File: src/rtl/muldiv_unit_if.sv
// Purpose : request/response bundle between the execute stage and the RV32M mul/div unit.
// Latency : n/a (wires only).
// Backpres: the core must hold off new requests while busy; start is ignored until busy drops.
// Ports   : master = core side (drives start/flush/funct3/op_a/op_b),
//           slave  = unit side (drives busy/done/result).
interface muldiv_unit_if #(
  parameter int DATA_WIDTH = 32
);
  logic                  start;
  logic                  flush;
  logic [2:0]            funct3;
  logic [DATA_WIDTH-1:0] op_a;
  logic [DATA_WIDTH-1:0] op_b;
  logic                  busy;
  logic                  done;
  logic [DATA_WIDTH-1:0] result;

  modport master (
    output start, flush, funct3, op_a, op_b,
    input  busy, done, result
  );

  modport slave (
    input  start, flush, funct3, op_a, op_b,
    output busy, done, result
  );
endinterface

File: src/rtl/muldiv_unit.sv
// Purpose : iterative RV32M multiply/divide unit (MUL/MULH/MULHSU/MULHU/DIV/DIVU/REM/REMU).
// Latency : DATA_WIDTH+1 cycles from the start edge to done; divide-by-zero/overflow in 1 cycle when EARLY_OUT=1.
// Backpres: busy high while iterating, start ignored then; flush aborts, done is a one-cycle pulse.
// Ports   : clk, rst (async, active-low), bus (muldiv_unit_if.slave: start/flush/funct3/op_a/op_b in,
//           busy/done/result out). result is registered and held until the next done.
module muldiv_unit #(
  parameter int DATA_WIDTH = 32,
  parameter bit EARLY_OUT  = 1'b1
) (
  input  logic         clk,
  input  logic         rst,
  muldiv_unit_if.slave bus
);
  localparam int            W        = DATA_WIDTH;
  localparam int            CW       = $clog2(W);
  localparam logic [CW-1:0] LAST     = CW'(W - 1);
  localparam logic [W-1:0]  MOST_NEG = {1'b1, {(W-1){1'b0}}};

  typedef enum logic [1:0] {IDLE, MUL, DIV, DONE} state_t;
  state_t state, state_nxt;

  logic [2:0]     op;
  logic [W-1:0]   opnd;      // multiplicand (MUL) or divisor (DIV) magnitude
  logic [2*W-1:0] acc;       // MUL: {partial product, multiplier}; DIV: {remainder, quotient}
  logic [CW-1:0]  cnt;
  logic           fin;       // all iterations done; next edge registers the result
  logic           neg_main;  // negate product / quotient
  logic           neg_rem;   // negate remainder (sign of dividend)
  logic           ovr;       // special case: ovr_val replaces the computed result
  logic [W-1:0]   ovr_val;
  logic [W-1:0]   res_q;

  // ---------------- request decode (raw operands at start) ----------------
  logic         a_signed, b_signed, neg_a, neg_b;
  logic         div_zero, div_ovf, special;
  logic [W-1:0] mag_a, mag_b, special_val;
  logic         iterating, accept, early;

  always_comb begin
    a_signed = (bus.funct3 == 3'b001) || (bus.funct3 == 3'b010) ||
               (bus.funct3 == 3'b100) || (bus.funct3 == 3'b110);
    b_signed = (bus.funct3 == 3'b001) || (bus.funct3 == 3'b100) || (bus.funct3 == 3'b110);
    neg_a    = a_signed && bus.op_a[W-1];
    neg_b    = b_signed && bus.op_b[W-1];
    mag_a    = neg_a ? -bus.op_a : bus.op_a;
    mag_b    = neg_b ? -bus.op_b : bus.op_b;
    div_zero = bus.funct3[2] && (bus.op_b == '0);
    // signed overflow only exists for DIV/REM (funct3[0]=0)
    div_ovf  = bus.funct3[2] && !bus.funct3[0] && (bus.op_a == MOST_NEG) && (bus.op_b == '1);
    special  = div_zero || div_ovf;
    if (div_zero) special_val = bus.funct3[1] ? bus.op_a : '1;
    else          special_val = bus.funct3[1] ? '0 : bus.op_a;
  end

  assign iterating = (state == MUL) || (state == DIV);
  assign accept    = ((state == IDLE) || (state == DONE)) && bus.start && !bus.flush;
  assign early     = accept && special && EARLY_OUT;

  // ---------------- one iteration step and result formatting ----------------
  logic [W:0]     mul_sum, rem_sh, rem_diff;
  logic [2*W-1:0] acc_step, prod_s;
  logic [W-1:0]   quo_s, rem_s, final_val;

  always_comb begin
    // shift-add: add multiplicand into the upper half when multiplier LSB is set, shift right
    mul_sum  = {1'b0, acc[2*W-1:W]} + (acc[0] ? {1'b0, opnd} : '0);
    // restoring divide: shift next dividend bit into remainder, subtract, keep if no borrow
    rem_sh   = {acc[2*W-1:W], acc[W-1]};
    rem_diff = rem_sh - {1'b0, opnd};
    if (op[2]) acc_step = rem_diff[W] ? {rem_sh[W-1:0],   acc[W-2:0], 1'b0}
                                      : {rem_diff[W-1:0], acc[W-2:0], 1'b1};
    else       acc_step = {mul_sum, acc[W-1:1]};

    prod_s = neg_main ? -acc : acc;
    quo_s  = neg_main ? -acc[W-1:0] : acc[W-1:0];
    rem_s  = neg_rem  ? -acc[2*W-1:W] : acc[2*W-1:W];

    if (ovr)        final_val = ovr_val;
    else if (op[2]) final_val = op[1] ? rem_s : quo_s;
    else            final_val = (op[1:0] == 2'b00) ? prod_s[W-1:0] : prod_s[2*W-1:W];
  end

  // ---------------- FSM: state register ----------------
  always_ff @(posedge clk or negedge rst) begin
    if (!rst) state <= IDLE;
    else      state <= state_nxt;
  end

  // ---------------- FSM: next state ----------------
  always_comb begin
    state_nxt = state;
    case (state)
      IDLE, DONE: begin
        if (bus.flush || !bus.start) state_nxt = IDLE;
        else if (early)              state_nxt = DONE;
        else                         state_nxt = bus.funct3[2] ? DIV : MUL;
      end
      MUL, DIV: begin
        if (bus.flush) state_nxt = IDLE;
        else if (fin)  state_nxt = DONE;
      end
      default: state_nxt = IDLE;
    endcase
  end

  // ---------------- FSM: outputs ----------------
  always_comb begin
    bus.busy = iterating;
    bus.done = (state == DONE);
  end

  assign bus.result = res_q;

  // ---------------- datapath ----------------
  always_ff @(posedge clk or negedge rst) begin
    if (!rst) begin
      op       <= '0;
      opnd     <= '0;
      acc      <= '0;
      cnt      <= '0;
      fin      <= 1'b0;
      neg_main <= 1'b0;
      neg_rem  <= 1'b0;
      ovr      <= 1'b0;
      ovr_val  <= '0;
      res_q    <= '0;
    end else if (accept) begin
      op       <= bus.funct3;
      opnd     <= bus.funct3[2] ? mag_b : mag_a;
      acc      <= {{W{1'b0}}, (bus.funct3[2] ? mag_a : mag_b)};
      cnt      <= '0;
      fin      <= 1'b0;
      neg_main <= neg_a ^ neg_b;
      neg_rem  <= neg_a;
      ovr      <= special;
      ovr_val  <= special_val;
      if (early) res_q <= special_val;
    end else if (iterating && !bus.flush) begin
      if (fin) begin
        res_q <= final_val;
      end else begin
        acc <= acc_step;
        fin <= (cnt == LAST);
        // counter saturates at terminal count; fin forces the exit
        if (cnt != LAST) cnt <= cnt + CW'(1);
      end
    end
  end
endmodule
File: src/flat_wrapper.sv
// flat-port wrapper written by rule: the top's interface ports become plain ports
module muldiv_unit_flat 
#(
  parameter int DATA_WIDTH = 32,
  parameter bit EARLY_OUT  = 1'b1
)
  (clk, rst, bus_start, bus_flush, bus_funct3, bus_op_a, bus_op_b, bus_busy, bus_done, bus_result);
  muldiv_unit_if #(.DATA_WIDTH(DATA_WIDTH)) bus_i ();
  input  logic clk;
  input  logic rst;
  input wire logic [$bits(bus_i.start)-1:0] bus_start;
  input wire logic [$bits(bus_i.flush)-1:0] bus_flush;
  input wire logic [$bits(bus_i.funct3)-1:0] bus_funct3;
  input wire logic [$bits(bus_i.op_a)-1:0] bus_op_a;
  input wire logic [$bits(bus_i.op_b)-1:0] bus_op_b;
  output wire logic [$bits(bus_i.busy)-1:0] bus_busy;
  output wire logic [$bits(bus_i.done)-1:0] bus_done;
  output wire logic [$bits(bus_i.result)-1:0] bus_result;
  assign bus_i.start = bus_start;
  assign bus_i.flush = bus_flush;
  assign bus_i.funct3 = bus_funct3;
  assign bus_i.op_a = bus_op_a;
  assign bus_i.op_b = bus_op_b;
  assign bus_busy = bus_i.busy;
  assign bus_done = bus_i.done;
  assign bus_result = bus_i.result;
  muldiv_unit #(.DATA_WIDTH(DATA_WIDTH), .EARLY_OUT(EARLY_OUT)) u_core (.clk(clk), .rst(rst), .bus(bus_i));
endmodule
File: config.mk
export PLATFORM = sky130hd
export DESIGN_NAME = muldiv_unit_flat
export DESIGN_NICKNAME = d
export VERILOG_FILES = /design/src/rtl/muldiv_unit_if.sv /design/src/rtl/muldiv_unit.sv /design/src/flat_wrapper.sv
export SDC_FILE = /design/constraint.sdc
export NUM_CORES = 1
export LEC_CHECK = 0
export ABC_AREA = 1
export CELL_PAD_IN_SITES_DETAIL_PLACEMENT = 0
export CELL_PAD_IN_SITES_GLOBAL_PLACEMENT = 1
export CORE_MARGIN = 10
export CORE_UTILIZATION = 39
export DETAILED_ROUTE_END_ITERATION = 12
export HOLD_SLACK_MARGIN = 0.02
export PLACE_DENSITY = 0.75
export SYNTH_ARGS = -nofsm -noshare
export SYNTH_HDL_FRONTEND = slang
export SYNTH_SLANG_ARGS = --single-unit
export TNS_END_PERCENT = 20
File: constraint.sdc
create_clock -name clk -period 2.7 [get_ports clk]
set_clock_uncertainty 0.15 [all_clocks]
set_input_delay 0.675 -clock clk [delete_from_list [all_inputs] [get_ports clk]]
set_output_delay 0.675 -clock clk [all_outputs]
set_load 0.03 [all_outputs]
* Word level (Yosys, flattened, before mapping)
Index checks and enable logic that the tools add are counted.
** Word-level totals
- Output and inout bits :: 34
- Input port bits :: 71
- Register bits after elaboration :: 174
- Word-level logic and storage cells :: 104
** Cells by class
- Equality and inequality tests :: 14
- $add $sub $neg :: 8
- Mux-type cells :: 37
- Reductions and logical operators :: 33
- Bitwise logic cells :: 1
** Operator list (number)
- two-way mux 32 bit :: 18
- two-way mux 64 bit :: 6
- negator 32 bit :: 4
- equality test 32 bit (second input constant) :: 2
- negator 64 bit :: 1
- adder 32 x 33 -> 33 bit :: 1
- subtractor 33 x 32 -> 33 bit :: 1
- logical NOT 32 bit :: 1
- two-way mux 5 bit :: 4
- logical AND 1 bit :: 10
- two-way mux 2 bit :: 5
- logical OR 1 bit :: 9
- equality test 3 bit (second input constant) :: 2
- AND reduction 3 bit :: 2
- nonzero test 2 bit :: 3
- adder 5 x 1 -> 5 bit (second input constant) :: 1
- equality test 5 bit (second input constant) :: 1
- inequality test 5 bit (second input constant) :: 1
- equality test 2 bit (second input constant) :: 2
- logical NOT 2 bit :: 2
- inequality test 2 bit (second input constant) :: 2
- case mux 2 bit (2 select lines) :: 1
- OR reduction 2 bit :: 2
- equality test 3 x 1 -> 1 bit (second input constant) :: 1
- other kinds (7) :: 11

* Longest topological paths before layout
- Depth in word-level cells :: 9
- Mapped depth :: 20
- Depth with buffers taken out :: 19

* Least setup slack after synthesis
Ideal clock, no wire load.
- Path type :: reg2reg
- From :: register u_core.acc[0]
- To :: register u_core.acc[61]
- Setup time :: 0.116 ns
- Slack :: -0.194 ns
- Path buffers :: 2
- Data required time :: 2.434 ns
- Period minus slack after synthesis :: 2.894 ns
- Data arrival time :: 2.627 ns
- Cell stages (with the launch flop) :: 20
- Path through :: dfrtp_1 -> buf_6 -> clkbuf_1 -> nand2_1 -> inv_1 -> ha_1 -> inv_1 -> fa_1 -> inv_1 -> nand2_1 -> o21ai_1 -> a21boi_0 -> o21ai_1 -> nand2_1 -> nand3_1 -> nand2_1 -> o21ai_0 -> inv_1 -> nand2_1 -> nand2_1
** On the way
- Cells in the longest elaborated chain, start to end :: 6
** Ends and longest elaborated chain
- start: declaration :: RTL line muldiv_unit.sv:24 : logic [2*W-1:0] acc;
- start signal: assignment :: RTL line muldiv_unit.sv:130 : acc <= {{W{1'b0}}, (bus.funct3[2] ? mag_a : mag_b)};
- start signal: assignment :: RTL line muldiv_unit.sv:142 : acc <= acc_step;
- two-way mux 32 bit :: RTL line muldiv_unit.sv:66 : mul_sum = {1'b0, acc[2*W-1:W]} + (acc[0] ? {1'b0, opnd} : '0);
- adder 32 x 33 -> 33 bit :: RTL line muldiv_unit.sv:66
- two-way mux 64 bit :: RTL line muldiv_unit.sv:70 : if (op[2]) acc_step = rem_diff[W] ? {rem_sh[W-1:0], acc[W-2:0], 1'b0}
- two-way mux 64 bit :: RTL line muldiv_unit.sv:139 : if (fin) begin
- two-way mux 64 bit :: RTL line muldiv_unit.sv:138 : end else if (iterating && !bus.flush) begin
- two-way mux 64 bit :: RTL line muldiv_unit.sv:127 : end else if (accept) begin
No other way between the ends. The select of a mux whose other input is x is not followed.
A chain may end at the register's enable or synchronous reset.

* Worst setup path after layout
- From :: register u_core.acc[0]
- To :: register u_core.acc[63]
The elaborated chain is that of the path after synthesis.

==> results.sh <==
export IMPL_status="finished with violations"
export IMPL_violations="setup timing"
export IMPL_crit_chain="nand2_1, inv_2, ha_4, inv_2, fa_2, inv_2, nand2_2, o21ai_4, buf_6, a21oi_1, o21ai_1, buf_4, nand3_4, nand2_2, a21o_1, nand2_1, inv_2, nand2_1, nand2_1"
export IMPL_critPathBufInv=6
export IMPL_worstReg2RegStart="u_core.acc[0]"
export IMPL_power_leakage_nw=14.37
export IMPL_clock_path_buffers=2
export IMPL_vdd_drop_max_mv=0.6447
export IMPL_path_max_fanout=4
export IMPL_switching_power_mw=22.12
export IMPL_io_pins=105
export IMPL_post_place_ws_ns=-0.6573
export IMPL_min_path_type="in2async"
export IMPL_cts_root_buf="clkbuf_16"
export IMPL_synth_cell_types=54
export IMPL_clkPwrFrac=0.069
export IMPL_finalCriticalPeriod_ns=2.764
export IMPL_routed_wl_um=104600
export IMPL_r2r_end="u_core.acc[63]"
export IMPL_grt_pass1_wl_um=153500
export IMPL_p_seq_frac=0.131
export IMPL_synth_seq_cells=174
export IMPL_maxCapViolCount=0
export IMPL_grt_usage=0.3340
export IMPL_finalCritPeriodShare=1.024
export IMPL_io_buffers=104
export IMPL_p_comb_frac=0.800
export IMPL_cp_arrival_ns=3.05
export IMPL_tightest_slew_ns=1.269
export IMPL_layout_nets=4235
export IMPL_cts_tree="done"
export IMPL_syn_num_nets=3547
export IMPL_syn_inst=3402
export IMPL_yosys_warnings=0
export IMPL_overflow=0
export IMPL_synth_sequential_area_ratio=0.2171
export IMPL_layout_drive_gt1_share=0.2835
export IMPL_end_kind="register"
export IMPL_final_common_cell="nand2_1"
export IMPL_coreArea_um2=51090
export IMPL_hold_viol=0
export IMPL_h_tree_depth=4
export IMPL_setup_tns_ns=-0.5632
export IMPL_reg2reg_slack_ns=-0.06
export IMPL_slew_headroom=0.1489
export IMPL_fmax_mhz=361.8
export IMPL_powerDensity_nw_per_um2=1371
export IMPL_clk_pin_slew_ns=0.08
export IMPL_avgSynthCellArea_um2=5.895
export IMPL_die_area_um2=60900
export IMPL_rsz0062_at_grt="true"
export IMPL_cts_sinks=174
export IMPL_antenna_left=0
export IMPL_grt_max_degree=65
export IMPL_fp_row_count=83
export IMPL_grt_pass1_vias=25187
export IMPL_synth_async_reset_ratio=1.000
export IMPL_initial_core_util=0.3925
export IMPL_swShare=0.5546
export IMPL_r2r_cells=19
export IMPL_route_detailed_drc=0
export IMPL_cp_start_kind="register"
export IMPL_drtPass1Iterations=8
export IMPL_crit_family="buffers and inverters"
export IMPL_die_y_um=246.8
export IMPL_cts_buffers=17
export IMPL_yosys_most_used_dff="dfrtp_1"
export IMPL_power_mw=39.88
export IMPL_wl_per_cell_um=21.86
export IMPL_area_growth_pct=45.01
export IMPL_slowest_stage="dfrtp_1"
export IMPL_critical_path_class="reg2reg"
export IMPL_synth_area_um2=20060
export IMPL_crit_path_start="u_core.acc[0]"
export IMPL_routed_via_count=26324
export IMPL_critPathMaxStageDelay_ns=0.40
export IMPL_worst_slack_ns=-0.06402
export IMPL_final_cell_mix="940 x nand2_1, 674 x buf_4, 393 x inv_1"
export IMPL_drv_slew=0
export IMPL_worstPathRequired_ns=2.98
export IMPL_synth_edff_count=0
export IMPL_dieWidth_um=246.8
export IMPL_dp_hpwl_um=84690
export IMPL_p_int_mw=17.77
export IMPL_clock_latency_ns=0.49
export IMPL_gp_congestion=1.091
export IMPL_drt_initial_drc_count=2753
export IMPL_finalSetupViolCount=19
export IMPL_via_per_inst=5.503
export IMPL_antenna_found_initial=0
## final cells by class
| cell class | instances | area, um^2 |
|---|---|---|
| fillers | 5145 | 22010 |
| clock inverters | 15 | 221.5 |
| multi-input cells | 2639 | 14790 |
| flip-flops and latches | 174 | 4373 |
| clock buffers | 17 | 425.4 |
| diodes | 1 | 2.502 |
| repair buffers | 811 | 6736 |
| well taps | 680 | 850.8 |
| inverters | 447 | 1683 |
## per-layer routing
layer,global-route usage,wire length [um],up-vias
met1,0.4077,41290,12391
met5,0,0,-
met3,0.06150,8221,278
met4,0.2028,7146,0
li1,-,-,12437
met2,0.5396,47940,1218
## what timing repair did
item,4_1_cts,5_1_grt
gates resized for setup,159,229
endpoints found under the setup margin,56,91
hold buffers,0,0
pin swaps,19,30
gates cloned,1,2
setup buffers,9,12
## cell families after synthesis
| logic type | synth area share |
|---|---|
| AOI/OAI and AO/OA | 0.1784 |
| DFF | 0.2171 |
| buffers and inverters | 0.1178 |
| xor gates and xnor gates | 0.04542 |
| adders and majority gates | 0.04691 |
| and+or+nand+nor | 0.3943 |
## synthesized netlist by cell type, types with 22 or more instances
master,number,area (um^2)
nand2_1,1005,3772
inv_1,427,1603
nand3_1,368,1842
nor2_1,298,1119
a21oi_1,203,1016
dfrtp_1,174,4354
o21ai_0,161,805.8
xor2_1,82,718.2
clkbuf_1,80,300.3
ha_1,72,900.9
o21ai_1,66,330.3
nand4_1,43,269.0
nor3_1,43,215.2
o211ai_1,43,322.8
o21bai_1,40,300.3
nor2_2,37,231.5
buf_1,26,97.59
a21boi_2,24,270.3
xnor2_1,22,192.7
## power by group through the flow
stage                     Combinational (mW)  Sequential, mW  Clock, mW
after floorplan                         14.7            5.08          0
after global placement                  27.9            5.10          0
after detailed placement                28.1            5.14          0
after CTS                               29.4            5.13       2.77
after global routing                    34.2            5.31       2.87
final                                   31.9            5.24       2.74
## state kept, by name (all words and copies together) (netlist names)
name               cells
u_core.cnt             5
u_core.neg_rem         1
u_core.state           2
u_core.neg_main        1
u_core.fin             1
u_core.op              3
u_core.ovr             1
u_core.ovr_val        32
u_core.opnd           32
u_core.bus.result     32
u_core.acc            64
## per-stage QoR
step / hold WS [ns] / utilization / area [um^2] / cells
global placement: 0.3141 / 0.5235 / 26750 / 4727
finish: 0.03364 / 0.5692 / 29080 / 4784
floorplan: 0.2294 / - / 20060 / 3402
CTS: 0.04782 / 0.5502 / 28110 / 4769
global route: 0.05541 / 0.5691 / 29080 / 4783
detailed placement: 0.3250 / 0.5235 / 26750 / 4727
## worst max path at each step
stage	cells after the start	endpoint
6_report	19	u_core.acc[63]
5_1_grt	17	u_core.acc[61]
4_1_cts	15	u_core.acc[58]
3_5_place_dp	12	u_core.ovr
3_3_place_gp	12	u_core.state[0]
2_1_floorplan	19	u_core.acc[61]
## worst reg2reg max path: cells and delay by family, from the launching register on
kind | cells | cell delay, ns
compound gates | 4 | 0.55
fa+ha+maj | 2 | 0.51
buf+inv | 6 | 0.60
flops | 1 | 0.40
simple gates | 7 | 0.50
Power figures use the tool's default switching activity.
